### src/rtl/udp_rx_cmd_parser.sv
// UDP command parser: validates a two-word header, then streams the payload
// words into a BRAM write port. Bad or truncated datagrams are dropped and counted.
module udp_rx_cmd_parser #(
  parameter int          ADDR_W  = 10,
  parameter logic [15:0] MAGIC   = 16'hA55A,
  parameter int          MAX_LEN = 256
) (
  input  logic              sclk,
  input  logic              reset,
  input  logic              axi_rx_tvalid_i,
  output logic              axi_rx_tready_o,
  input  logic [31:0]       axi_rx_tdata_i,
  input  logic [31:0]       axi_rx_tuser_i,
  input  logic [3:0]        axi_rx_tkeep_i,
  input  logic              axi_rx_tlast_i,
  output logic              ram_we_o,
  output logic [ADDR_W-1:0] ram_addr_o,
  output logic [31:0]       ram_wdata_o,
  output logic [3:0]        ram_be_o,
  output logic              cmd_done_o,
  output logic              cmd_err_o,
  output logic [31:0]       cmd_src_ip_o,
  output logic [7:0]        cmd_opcode_o,
  output logic [15:0]       cmd_words_o,
  output logic [15:0]       pkt_cnt_o,
  output logic [15:0]       err_cnt_o
);

  typedef enum logic [2:0] {S_IDLE, S_HDR1, S_PAYLOAD, S_DROP, S_DONE} state_t;

  localparam logic [16:0] MAX_LEN_C = 17'(MAX_LEN);

  state_t             state_q;
  logic               tready_q;
  logic [ADDR_W-1:0]  ptr_q;
  logic [15:0]        cnt_q;
  logic [15:0]        len_q;
  logic               ram_we_q;
  logic [ADDR_W-1:0]  ram_addr_q;
  logic [31:0]        ram_wdata_q;
  logic [3:0]         ram_be_q;
  logic               done_q;
  logic               err_q;
  logic [31:0]        src_ip_q;
  logic [7:0]         opcode_q;
  logic [15:0]        words_q;
  logic [15:0]        pkt_cnt_q;
  logic [15:0]        err_cnt_q;

  logic               accept_s;
  logic               full_keep_s;
  logic               len_bad_s;
  logic [15:0]        cnt_inc_s;

  function automatic logic [15:0] sat_inc(input logic [15:0] v);
    return (v == 16'hFFFF) ? v : v + 16'd1;
  endfunction

  assign accept_s    = axi_rx_tvalid_i & tready_q;
  assign full_keep_s = (axi_rx_tkeep_i == 4'hF);
  assign len_bad_s   = (axi_rx_tdata_i[15:0] == 16'd0) ||
                       ({1'b0, axi_rx_tdata_i[15:0]} > MAX_LEN_C);
  assign cnt_inc_s   = cnt_q + 16'd1;

  // Parser FSM with all outputs registered; status pulses default low every cycle.
  always_ff @(posedge sclk or negedge reset) begin
    if (!reset) begin
      state_q     <= S_IDLE;
      tready_q    <= 1'b1;
      ptr_q       <= '0;
      cnt_q       <= 16'd0;
      len_q       <= 16'd0;
      ram_we_q    <= 1'b0;
      ram_addr_q  <= '0;
      ram_wdata_q <= 32'd0;
      ram_be_q    <= 4'd0;
      done_q      <= 1'b0;
      err_q       <= 1'b0;
      src_ip_q    <= 32'd0;
      opcode_q    <= 8'd0;
      words_q     <= 16'd0;
      pkt_cnt_q   <= 16'd0;
      err_cnt_q   <= 16'd0;
    end else begin
      ram_we_q <= 1'b0;
      done_q   <= 1'b0;
      err_q    <= 1'b0;
      case (state_q)
        S_IDLE: begin
          if (accept_s) begin
            if (axi_rx_tlast_i) begin
              err_q     <= 1'b1;
              err_cnt_q <= sat_inc(err_cnt_q);
            end else if ((axi_rx_tdata_i[31:16] != MAGIC) || !full_keep_s) begin
              state_q <= S_DROP;
            end else begin
              opcode_q <= axi_rx_tdata_i[15:8];
              src_ip_q <= axi_rx_tuser_i;
              state_q  <= S_HDR1;
            end
          end
        end
        S_HDR1: begin
          if (accept_s) begin
            if (axi_rx_tlast_i) begin
              err_q     <= 1'b1;
              err_cnt_q <= sat_inc(err_cnt_q);
              state_q   <= S_IDLE;
            end else if (len_bad_s || !full_keep_s) begin
              state_q <= S_DROP;
            end else begin
              ptr_q   <= axi_rx_tdata_i[16 +: ADDR_W];
              len_q   <= axi_rx_tdata_i[15:0];
              cnt_q   <= 16'd0;
              state_q <= S_PAYLOAD;
            end
          end
        end
        S_PAYLOAD: begin
          if (accept_s) begin
            ram_we_q    <= 1'b1;
            ram_addr_q  <= ptr_q;
            ram_wdata_q <= axi_rx_tdata_i;
            ram_be_q    <= axi_rx_tkeep_i;
            ptr_q       <= ptr_q + ADDR_W'(1);
            cnt_q       <= cnt_inc_s;
            // done is raised here so it lands on the same cycle as the final write
            if (cnt_inc_s == len_q) begin
              if (axi_rx_tlast_i) begin
                done_q    <= 1'b1;
                words_q   <= len_q;
                pkt_cnt_q <= sat_inc(pkt_cnt_q);
                tready_q  <= 1'b0;
                state_q   <= S_DONE;
              end else begin
                state_q <= S_DROP;
              end
            end else if (axi_rx_tlast_i) begin
              err_q     <= 1'b1;
              err_cnt_q <= sat_inc(err_cnt_q);
              state_q   <= S_IDLE;
            end
          end
        end
        S_DROP: begin
          if (accept_s && axi_rx_tlast_i) begin
            err_q     <= 1'b1;
            err_cnt_q <= sat_inc(err_cnt_q);
            state_q   <= S_IDLE;
          end
        end
        S_DONE: begin
          tready_q <= 1'b1;
          state_q  <= S_IDLE;
        end
        default: begin
          tready_q <= 1'b1;
          state_q  <= S_IDLE;
        end
      endcase
    end
  end

  assign axi_rx_tready_o = tready_q;
  assign ram_we_o        = ram_we_q;
  assign ram_addr_o      = ram_addr_q;
  assign ram_wdata_o     = ram_wdata_q;
  assign ram_be_o        = ram_be_q;
  assign cmd_done_o      = done_q;
  assign cmd_err_o       = err_q;
  assign cmd_src_ip_o    = src_ip_q;
  assign cmd_opcode_o    = opcode_q;
  assign cmd_words_o     = words_q;
  assign pkt_cnt_o       = pkt_cnt_q;
  assign err_cnt_o       = err_cnt_q;

endmodule

### config.mk
export PLATFORM = sky130hd
export DESIGN_NAME = udp_rx_cmd_parser
export DESIGN_NICKNAME = d
export VERILOG_FILES = /design/src/rtl/udp_rx_cmd_parser.sv
export SDC_FILE = /design/constraint.sdc
export NUM_CORES = 1
export LEC_CHECK = 0
export CELL_PAD_IN_SITES_DETAIL_PLACEMENT = 0
export CELL_PAD_IN_SITES_GLOBAL_PLACEMENT = 1
export CORE_MARGIN = 4
export CORE_UTILIZATION = 41
export DETAILED_ROUTE_END_ITERATION = 6
export PLACE_DENSITY = 0.91
export SLEW_MARGIN = 25
export SYNTH_ARGS = -nofsm -noshare
export SYNTH_HDL_FRONTEND = slang
export SYNTH_SLANG_ARGS = --single-unit
### constraint.sdc
create_clock -name sclk -period 5 [get_ports sclk]
set_clock_uncertainty 0.05 [all_clocks]
set_input_delay 0.5 -clock sclk [delete_from_list [all_inputs] [get_ports sclk]]
set_output_delay 0.5 -clock sclk [all_outputs]
set_load 0.1 [all_outputs]
* Yosys cells after proc, flatten, opt, wreduce, memory -nomap -nowiden
Cells that the tools add are included.
W data, S select, Z words.
** Word-level totals
- Output and inout port bits :: 138
- Logic and storage cells :: 111
- Bits of input ports :: 72
- Bits in registers :: 183
** Cells by class
- Equality and inequality tests :: 20
- Add/sub/neg operators :: 4
- Reduce and logical (&&, ||, !) cells :: 20
- Magnitude comparators :: 1
- Multiplexer cells :: 44
- Bitwise operators :: 6
** Operators with widths (number)
- $mux W16 :: 10
- $add A16 B1 Y16 const B :: 3
- $pmux W16 S3 :: 1
- $mux W10 :: 4
- $eq A16 B16 Y1 const B :: 2
- $pmux W16 S2 :: 1
- $mux W3 :: 8
- $ne A2 B2 Y1 const B :: 10
- $pmux W10 S2 :: 1
- $eq A16 B16 Y1 :: 1
- $gt A16 B9 Y1 const B :: 1
- $logic_not A16 Y1 :: 1
- $ne A16 B16 Y1 const B :: 1
- $reduce_and A4 Y1 :: 4
- $reduce_and A5 Y1 :: 3
- $mux W1 :: 14
- $pmux W3 S4 :: 1
- $add A10 B1 Y10 const B :: 1
- $eq A3 B2 Y1 const B :: 2
- $reduce_and A6 Y1 :: 1
- $not A1 Y1 :: 5
- $eq A4 B4 Y1 const B :: 1
- $mux W2 :: 2
- $eq A3 B1 Y1 const B :: 1
- 14 further kinds :: 16

* Depth between registers and ports, before layout
Gate-level depths: netlist of run 1.
- Word-level depth :: 7
- Depth in mapped cells :: 10
- Mapped depth without buffers :: 8

* Least setup slack after synthesis of run 1
Ideal clock, no wire load.
- Kind :: register to register
- Start point :: register cnt_q[0]
- End point :: register words_q[10], in the netlist cmd_words_o[10]
- Data required time :: 4824 ps
- Library setup time :: 126 ps
- Buffers on the path :: 2
- Arrival time :: 3104 ps
- Stages on the path, launching flop included :: 11
- Path slack :: 1720 ps
- Clock period less this slack :: 3280 ps
- Path through :: dfrtp_1 > ha_1 > nand3_2 > or2_1 > clkbuf_1 > or4_1 > a211oi_2 > nand2_2 > nor4_4 > buf_8 > mux2_4
** Between the ends
- Longest elaborated chain between the ends :: 3
** Ends and longest elaborated chain
- start, declared :: line 36 : logic [15:0] cnt_q;
- start signal, assigned :: line 126 : cnt_q <= cnt_inc_s;
- $add A16 B1 Y16 :: line 63 : assign cnt_inc_s = cnt_q + 16'd1;
- $eq A16 B16 Y1 :: line 128 : if (cnt_inc_s == len_q) begin
- $reduce_and A4 Y1 (no line)
- end signal, assigned :: line 131 : words_q <= len_q;
- end, declared :: line 46 : logic [15:0] words_q;
Every way passes these cells.
A chain may end at the register's enable or synchronous reset.

* Final worst setup path of run 1
- Start point :: register cnt_q[0]
- End point :: register words_q[14], in the netlist cmd_words_o[14]
The elaborated chain is that of the path after synthesis.

==> impl_metrics.tcl, run 1 <==
set metrics [dict create \
    cp.arrival_ns 4.21 \
    final_net_count 1084 \
    synthDistinctLibCells 67 \
    portBuffers 209 \
    hold_buffers 0 \
    cp-end-kind "flop" \
    comb_power_share_pct 3.4 \
    rows 51 \
    ys_seq_area_share_pct 54.81 \
    slew_headroom_pct 29.97 \
    avgViaCountPerCell 5.096 \
    crit_buf_inv 1 \
    start_util_pct 42.25 \
    grt_max_degree 122 \
    worstPathRequired_ns 5.25 \
    clock_path_buffers 2 \
    rsz0062_at_grt "false" \
    setup-tns-final_ns 0 \
    final_max_slew_viol_count 0 \
    switching_share_pct 22.08 \
    syn_to_final_growth_pct 35.06 \
    cp_cell_sequence "ha_1, nand3_2, or2_1, or4_1, a211oi_2, nand2_2, nor4_4, buf_4, mux2_4" \
    avgSynthCellArea_um2 10.29 \
    io_pins 210 \
    ys_async_sr_fraction_pct 100.0 \
    place_ws_ns 1.106 \
    synth_nets 888 \
    antennaDiodeCount 0 \
    final_common_cell "nand2_1" \
    ctsHtreeMaxLevel 4 \
    ys_ff_latch 183 \
    die_y_um 150.8 \
    final_cell_mix "nand2_1, clkdlybuf4s50_1, dfrtp_1, mux2_2" \
    antenna_found_initial 0 \
    cts_buffers 17 \
    muxShareOfSynthArea_pct 8.787 \
    path_delay_family "simple AND/OR/NAND/NOR gates" \
    grt_pass1_wl_mm 34.62 \
    cts_sinks 183 \
    power_density_nw_per_um2 262.9 \
    cts_resized 0 \
    fin_ws_ns 1.044 \
    hold_path.class "input pin to asynchronous set/reset pin" \
    startpoint_type "flop" \
    core_area_um2 19780 \
    wirelength_mm 21.37 \
    grt_pass1_vias 6641 \
    wl_per_cell_um 16.61 \
    tightest_slew_ns 1.047 \
    synth-xor-area-share_pct 5.434 \
    drt-initial-drc-count 379 \
    yosys_warnings 0 \
    cts_tree "built" \
    drive_above_1_share_pct 11.56 \
    root_buffer "clkbuf_16" \
    dr.pass1.iters 4 \
    postRouteAntennaNets 0 \
    synth-adder-area-share_pct 0.5988 \
    clk_pin_slew_worst_paths_ns 0.07 \
    max_freq_mhz 252.8 \
    dp_hpwl_mm 15.21 \
    synth_cells 812 \
    grt.total_usage_pct 19.04 \
    power_uw 2967 \
    drc 0 \
    clkPwrFrac_pct 46.7 \
    yosys.area_share.simple_pct 22.14 \
    die_area_um2 22730 \
    postCtsSetupBuffers 0 \
    p_int_uw 2312 \
    overflow 0 \
    syn-cell-area_um2 8358 \
    p_leak_uw 0.005237 \
    synth_top_family_by_area "simple AND/OR/NAND/NOR gates" \
    synth_ff_type "dfrtp_1" \
    finalCritPeriodShare_pct 79.11 \
    yosys.area.top_type "dfrtp_1" \
    final-hold-violation-count 0 \
    die_x_um 150.8 \
    drv_cap 0 \
    status "finished, final reports clean" \
    synthDominantCellAreaShare_pct 54.49 \
    critPathMaxStageDelay_ns 0.61 \
    vdd_drop_max_v 0.0002260 \
    insertion_delay_ns 0.42 \
    critPathKind "flop to flop" \
    synth_compound_area_share_pct 5.928 \
    setup_viol 0 \
    place_congestion 0.8622 \
    critPathMaxFanout 17 \
    power_frac_seq_pct 49.9 \
    synth.area.top_cells "dfrtp_1, nand2_1, mux2_2" \
    synth-edff-count 0 \
    final.min_clock_period_ns 3.956 \
    vias 6554 \
    power_switching_uw 655.1 \
    critPathSlowestCell "nor4_4" \
]
power by group through the flow:
| stage | clock, uW | sequential [uW] | combinational [uW] |
|---|---|---|---|
| after floorplan | 0 | 1510 | 5.62 |
| after global placement | 0 | 1510 | 103 |
| after detailed placement | 0 | 1510 | 104 |
| after CTS | 1420 | 1480 | 105 |
| after global routing | 1490 | 1480 | 113 |
| final | 1390 | 1480 | 101 |
per-stage QoR:
stage / std cells / util (%) / instance area, um^2 / hold WS, ns
floorplan: 812 / - / 8358 / 0.1544
global placement: 1254 / 53.95 / 10670 / 0.4068
detailed placement: 1254 / 53.97 / 10680 / 0.4117
CTS: 1286 / 57.05 / 11280 / 0.2288
global route: 1286 / 57.07 / 11290 / 0.1743
finish: 1286 / 57.07 / 11290 / 0.1149
kinds of logic after synthesis:
| logic type | Yosys count |
|---|---|
| xor gates and xnor gates | 51 |
| and+or+nand+nor | 390 |
| muxes | 62 |
| adders and majority gates | 4 |
| buffers and inverters | 45 |
| AOI/OAI and AO/OA | 77 |
| DFF | 183 |
worst reg2reg max path, stage by stage, from the launching register on:
cell,delay (ns)
dfrtp_1,0.46
ha_1,0.30
nand3_2,0.20
or2_1,0.35
or4_1,0.56
a211oi_2,0.36
nand2_2,0.29
nor4_4,0.61
buf_4,0.34
mux2_4,0.32
synthesized netlist by cell type, types with 2 or more instances:
library cell  number
a211oi_1           2
a21oi_1           19
a2bb2oi_1          2
a31oi_1            2
and2_1             9
and3_1             7
and4_1             3
buf_1             10
buf_2              2
buf_4              2
clkbuf_1          22
clkbuf_2           2
dfrtp_1          182
ha_1               4
inv_1              5
mux2_2            51
mux2_4            10
nand2_1          211
nand2b_1           7
nand3_1           27
nand3b_1           5
nand4_1           14
nor2_1            33
nor2b_1            4
nor3_1            32
nor3b_1            6
nor4_1             9
nor4bb_1           2
o211ai_1           2
o21ai_0           28
o22ai_1            3
o31ai_1            4
o41ai_1            5
or2_2              2
or3_1              3
or4_1              2
xnor2_1           24
xor2_1            26
layer usage:
| layer | wire (um) | GRT usage (%) | part of all wire, % |
|---|---|---|---|
| met5 | 0 | 0 | 0 |
| met4 | 329 | 5.032 | 1.5 |
| met3 | 1484 | 6.373 | 6.9 |
| met2 | 10010 | 30.52 | 47 |
| met1 | 9546 | 24.95 | 45 |
state kept, by name, indices dropped and copies added, names as in the netlist:
signal,count
axi_rx_tready_o,1
cmd_done_o,1
cmd_err_o,1
cmd_opcode_o,8
cmd_src_ip_o,32
cmd_words_o,16
cnt_q,16
err_cnt_o,16
len_q,16
pkt_cnt_o,16
ptr_q,10
ram_addr_o,10
ram_be_o,4
ram_wdata_o,32
ram_we_o,1
state_q,3
path summary, 6_finish.rpt:
kind                       slack [ns]            start  cells past startpoint               end
min in group sclk                0.42  ram_wdata_o[30]                      2   ram_wdata_o[30]
setup reg to reg                 1.04         cnt_q[0]                      9   cmd_words_o[14]
hold reg to reg                  0.42  ram_wdata_o[30]                      2   ram_wdata_o[30]
setup / recovery                 1.04         cnt_q[0]                      9   cmd_words_o[14]
hold / removal                   0.11            reset                      1     ram_addr_o[4]
max in group asynchronous        3.76            reset                      2  cmd_src_ip_o[19]
final cells by class:
type,count,area (um^2)
clock inverter,13,156.4
fill,1769,8493
clock buffer,19,452.9
inverter,6,22.52
sequential,183,4581
multi-input combinational,584,3595
timing repair buffer,216,2150
tap,265,331.6
Note: power is estimated with default switching activity, not from simulation.
==> run 2, diff against run 1 <==
Settings changed: CORE_UTILIZATION 41 to 38, PLACE_DENSITY 0.91 to 0.86.
Clock period 5 ns to 4.1 ns, I/O delays scaled along.
==> run 2 against run 1 <==
  * First-iteration DRC count down 22%
  * Wire length up 0.20%
  * Worst hold slack better by 0.26 ns
  * Cell count rose by 1.4%
  * Die area increased by 7.5%
  * Sequential share of layout area shrank 0.34 points
  * Critical endpoint is now cmd_words_o[15]
  * Largest power group unchanged
==> impl_metrics.tcl, run 2 (synthesis results as in run 1) <==
set metrics [dict create \
    cts_buffers 17 \
    clk_pin_slew_worst_paths_ns 0.07 \
    postRouteAntennaNets 0 \
    insertion_delay_ns 0.43 \
    worstPathRequired_ns 4.35 \
    final_common_cell "nand2_1" \
    power_density_nw_per_um2 317.7 \
    io_pins 210 \
    die_x_um 156.3 \
    setup-tns-final_ns 0 \
    die_y_um 156.3 \
    finalCritPeriodShare_pct 87.28 \
    vias 6526 \
    multi_input_area_um2 3592 \
    power_uw 3617 \
    rows 53 \
    start_util_pct 39.14 \
    vdd_drop_max_v 0.0002836 \
    dr.pass1.iters 4 \
    r2r_slack_ns 0.52 \
    final-hold-violation-count 0 \
    antenna_found_initial 1 \
    critPathMaxFanout 17 \
    power_switching_uw 810.0 \
    final_cell_mix "nand2_1, clkdlybuf4s50_1, dfrtp_1, mux2_2" \
    portBuffers 209 \
    final_net_count 1091 \
    postCtsSetupBuffers 0 \
    place_congestion 0.8335 \
    overflow 0 \
    drt-initial-drc-count 294 \
    critPathKind "flop to flop" \
    cp.arrival_ns 3.83 \
    final_max_slew_viol_count 0 \
    drc 0 \
    p_int_uw 2807 \
    ctsHtreeMaxLevel 4 \
    wl_per_cell_um 16.42 \
    comb_power_share_pct 3.6 \
    root_buffer "clkbuf_16" \
    wirelength_mm 21.41 \
    clkPwrFrac_pct 46.6 \
    startpoint_type "flop" \
    avgViaCountPerCell 5.005 \
    fillers 1893 \
    cts_sinks 183 \
    utilization_pct 53.31 \
    dp_hpwl_mm 15.28 \
    slew_headroom_pct 31.08 \
    switching_share_pct 22.40 \
    hold_path.class "input pin to asynchronous set/reset pin" \
    drive_above_1_share_pct 12.06 \
    rsz0062_at_grt "false" \
    tightest_slew_ns 1.031 \
    power_frac_seq_pct 49.9 \
    p_leak_uw 0.005278 \
    grt_pass1_wl_mm 34.69 \
    cts_tree "built" \
    syn_to_final_growth_pct 36.20 \
    cp-end-kind "flop" \
    max_freq_mhz 279.4 \
    status "finished, final reports clean" \
    setup_viol 0 \
    clock_path_buffers 2 \
    grt_pass1_vias 6518 \
    regArea_um2 4581 \
    core_area_um2 21350 \
    grt.total_usage_pct 17.73 \
    grt_max_degree 112 \
    die_area_um2 24430 \
    drv_cap 0 \
    final.min_clock_period_ns 3.578 \
]
-- run 2: changes by cell type in the layout (fill, tap and decap cells not counted), sizes merged --
cell	before	now
buf	8	13
clkinv	3	4
dlygate4sd3	0	1
inv	12	11
clkinvlp	2	3
diode	0	1
-- run 2: layout make-up --
type / count / share of cell area [%]
Inverter: 6 / 0.1978
Clock inverter: 14 / 1.462
Antenna cell: 1 / 0.02198
Sequential cell: 183 / 40.24
Timing Repair Buffer: 223 / 19.64
Tap cell: 275 / 3.023
Multi-Input combinational cell: 584 / 31.56
Clock buffer: 18 / 3.858
-- run 2: power groups by stage --
stage | logic, uW | clock network [uW] | registers, uW
6_report | 129 | 1680 | 1800
5_1_grt | 143 | 1810 | 1800
4_1_cts | 129 | 1740 | 1800
3_5_place_dp | 129 | 0 | 1840
3_3_place_gp | 127 | 0 | 1840
2_1_floorplan | 6.85 | 0 | 1840
-- run 2: path summary, 6_finish.rpt --
check,from,to,cells after the start
setup / recovery,cnt_q[0],cmd_words_o[15],9
hold / removal,reset,ram_wdata_o[30],2
setup reg to reg,cnt_q[0],cmd_words_o[15],9
hold reg to reg,ram_wdata_o[3],ram_wdata_o[3],2
max in group asynchronous,reset,pkt_cnt_o[7],4
min in group sclk,ram_wdata_o[3],ram_wdata_o[3],2
-- run 2: what timing repair did --
item,CTS,global route
hold buffers,0,1
resized for setup,0,0
hold endpoints to repair,0,24
-- run 2: per-stage QoR --
| stage | area [um^2] | hold WS (ns) | worst slack (ns) | cells |
|---|---|---|---|---|
| 3_5_place_dp | 10740 | 0.4114 | 0.5339 | 1269 |
| 2_1_floorplan | 8358 | 0.06441 | 0.8199 | 812 |
| 3_3_place_gp | 10720 | 0.4075 | 0.5835 | 1268 |
| 4_1_cts | 11340 | 0.1077 | 0.5098 | 1301 |
| 6_report | 11380 | 0.3763 | 0.5215 | 1304 |
| 5_1_grt | 11380 | 0.3828 | 0.1880 | 1304 |
-- run 2: worst max-delay path: stages, from the launching register on --
cell	delay (ns)
dfrtp_1	0.46
ha_1	0.29
nand3_2	0.22
or2_1	0.36
or4_1	0.56
a211oi_2	0.37
nand2_2	0.30
nor4_4	0.26
buf_4	0.26
mux2_4	0.31
-- run 2: per-layer routing --
metal / share of wire, % / vias to the layer above / global-route usage, %
met5: 0 / - / 0
met4: 1.8 / 0 / 5.041
met1: 45 / 3113 / 24.07
met2: 45 / 203 / 26.92
met3: 8.3 / 23 / 6.388
li1: - / 3187 / -
==> edit (config.mk and constraints of run 2) <==
The parameter `MAX_LEN` goes from 256 to 192.
--- a/src/rtl/udp_rx_cmd_parser.sv
+++ b/src/rtl/udp_rx_cmd_parser.sv
@@ -4,5 +4,5 @@
   parameter int          ADDR_W  = 10,
   parameter logic [15:0] MAGIC   = 16'hA55A,
-  parameter int          MAX_LEN = 256
+  parameter int          MAX_LEN = 192
 ) (
   input  logic              sclk,
Function: changed (Yosys sat finds a counterexample within 4 cycles, from zero or initial values and one cycle with reset low).
==> edit against run 2 <==
- wire length up 8.1%
- final cell count shrank 0.92%
- power is 5.7% higher
- worst setup slack better by 94 ps
- synthesized area rose by 1.6%
- sequential cell count stayed put
- sequential share of layout area down 0.43 points
- fmax rose by 2.7%
- cell area up 1.1%
==> edit: results (changes against run 2) <==
Status: finished, final reports clean
Synthesized area per cell: 10.6 µm² (+2.9%)
Drt wl/cell: 17.9 µm (+9.1%)
Cells after DPL: 1260 (-0.71%)
M1 WL: 9460 µm (-0.97%)
Nets: 1075 (-1.5%)
FILL cells: 1982 (+4.7%)
Root buffer selected by CTS: clkbuf_16
Slew headroom: 0.288 (-0.0226)
Placed instance area: 0.0108 mm² (+0.89%)
Detail Placement HPWL: 16900 µm (+11%)
DRT iter0 DRCs: 380 (+29%)
Post-synthesis sequential area ratio: 0.539 (-0.00888)
DR WL met2: 11000 µm (+13%)
Drt pass-1 iters: 5 (+1)
Worst min path class: in -> async
Max clock buf depth: 2 (unchanged)
Vias in the first global route: 6779 (+4.0%)
Power Density: 332 mW/mm² (+4.6%)
Met3 wire length: 2410 µm (+36%)
Post-CTS Setup Inserts: 0 (unchanged)
Share of layout cells above drive strength 1: 0.133 (+0.0128)
Setup TNS: 0 ps (unchanged)
Leak: 5.39 nW (+2.2%)
Clk slew on worst S/H paths: 70 ps (about the same)
Initial antenna violation count: 0 (-1)
Largest net degree at the start of global routing: 104 (-7.1%)
Count of different cell masters after synthesis: 68 (+1.5%)
CP max FO: 17 (unchanged)
Synth Net Count: 878 (-1.1%)
Maximum vdd drop: 0.000270 V (-4.9%)
Wire length of the first global-routing pass: 37000 µm (+6.6%)
DP Worst Slack: 645 ps (+111 ps)
DR top layer: met4
Finished Layout Cells: 1292 (-0.92%)
DR vias/cell: 5.21 (+4.0%)
Post_cts resized: 0 (unchanged)
RD Place Congestion: 0.857 (+2.8%)
H-tree depth: 4 (unchanged)
Top cells by area, synth: dfrtp_1, mux2_2, nand2_1, xor2_1, o21ai_0
Total CTS buffers: 17 (unchanged)
Port-buffer cells: 209 (unchanged)
Synth top cells by count: dfrtp_1, nand2_1, mux2_2, xor2_1, nor2_1
Global Route Usage Sum: 0.189 (+0.0113)
Yosys warns: 0 (unchanged)
Post-synth ARST share: 1.00 (unchanged)
ANT cells: 0 (-1)
Worst-Skew Late Latency: 430 ps (about the same)
## edit: final timing paths
path / depth (start not counted) / start / end / slack (ps)
worst max-delay path: 8 / cnt_q[0] / pkt_cnt_o[1] / 620
worst min-delay path: 1 / reset / cmd_words_o[8] / 30
worst max register to register: 8 / cnt_q[0] / pkt_cnt_o[1] / 620
worst min register to register: 2 / ram_wdata_o[12] / ram_wdata_o[12] / 430
max in group asynchronous: 2 / reset / pkt_cnt_o[3] / 2910
min in group sclk: 2 / ram_wdata_o[12] / ram_wdata_o[12] / 430
## edit: final cells by class
class | count | share of cell area
Sequential cell | 183 | 0.398
Inverter | 7 | 0.00228
Clock buffer | 19 | 0.0376
Clock inverter | 13 | 0.0210
Multi-Input combinational cell | 569 | 0.321
Timing Repair Buffer | 221 | 0.190
Tap cell | 280 | 0.0304
## edit: power by group
group	internal [mW]	total (mW)	switching, mW
registers	1.80	1.80	0
logic	0.0659	0.128	0.0622
clock network	1.16	1.89	0.734
total	3.03	3.82	0.796
## edit: cell families (layout without fill, tap and decap cells)
group                      count (synthesis)  in the layout  synth area share
AOI/OAI and AO/OA                         92             92            0.0714
xor gates and xnor gates                  50             50            0.0532
adders and majority gates                  4              4           0.00589
buffers and inverters                     50            260            0.0280
DFF                                      183            183             0.539
muxes                                     68             68            0.0900
and+or+nand+nor                          355            355             0.212
## edit: routing by layer
| metal | up-vias | track usage |
|---|---|---|
| li1 | 3205 | - |
| met1 | 3272 | 0.239 |
| met2 | 229 | 0.302 |
| met3 | 21 | 0.0786 |
| met4 | 0 | 0.0471 |
| met5 | - | 0 |
## edit: worst max-delay path, cell delays in order (launching register included)
cell      delay [ps]
dfrtp_1          510
ha_1             410
and4_1           420
nand3_1          140
a221oi_2         370
o2111a_1         310
nand4_2          460
nor2_1           340
mux2_2           360
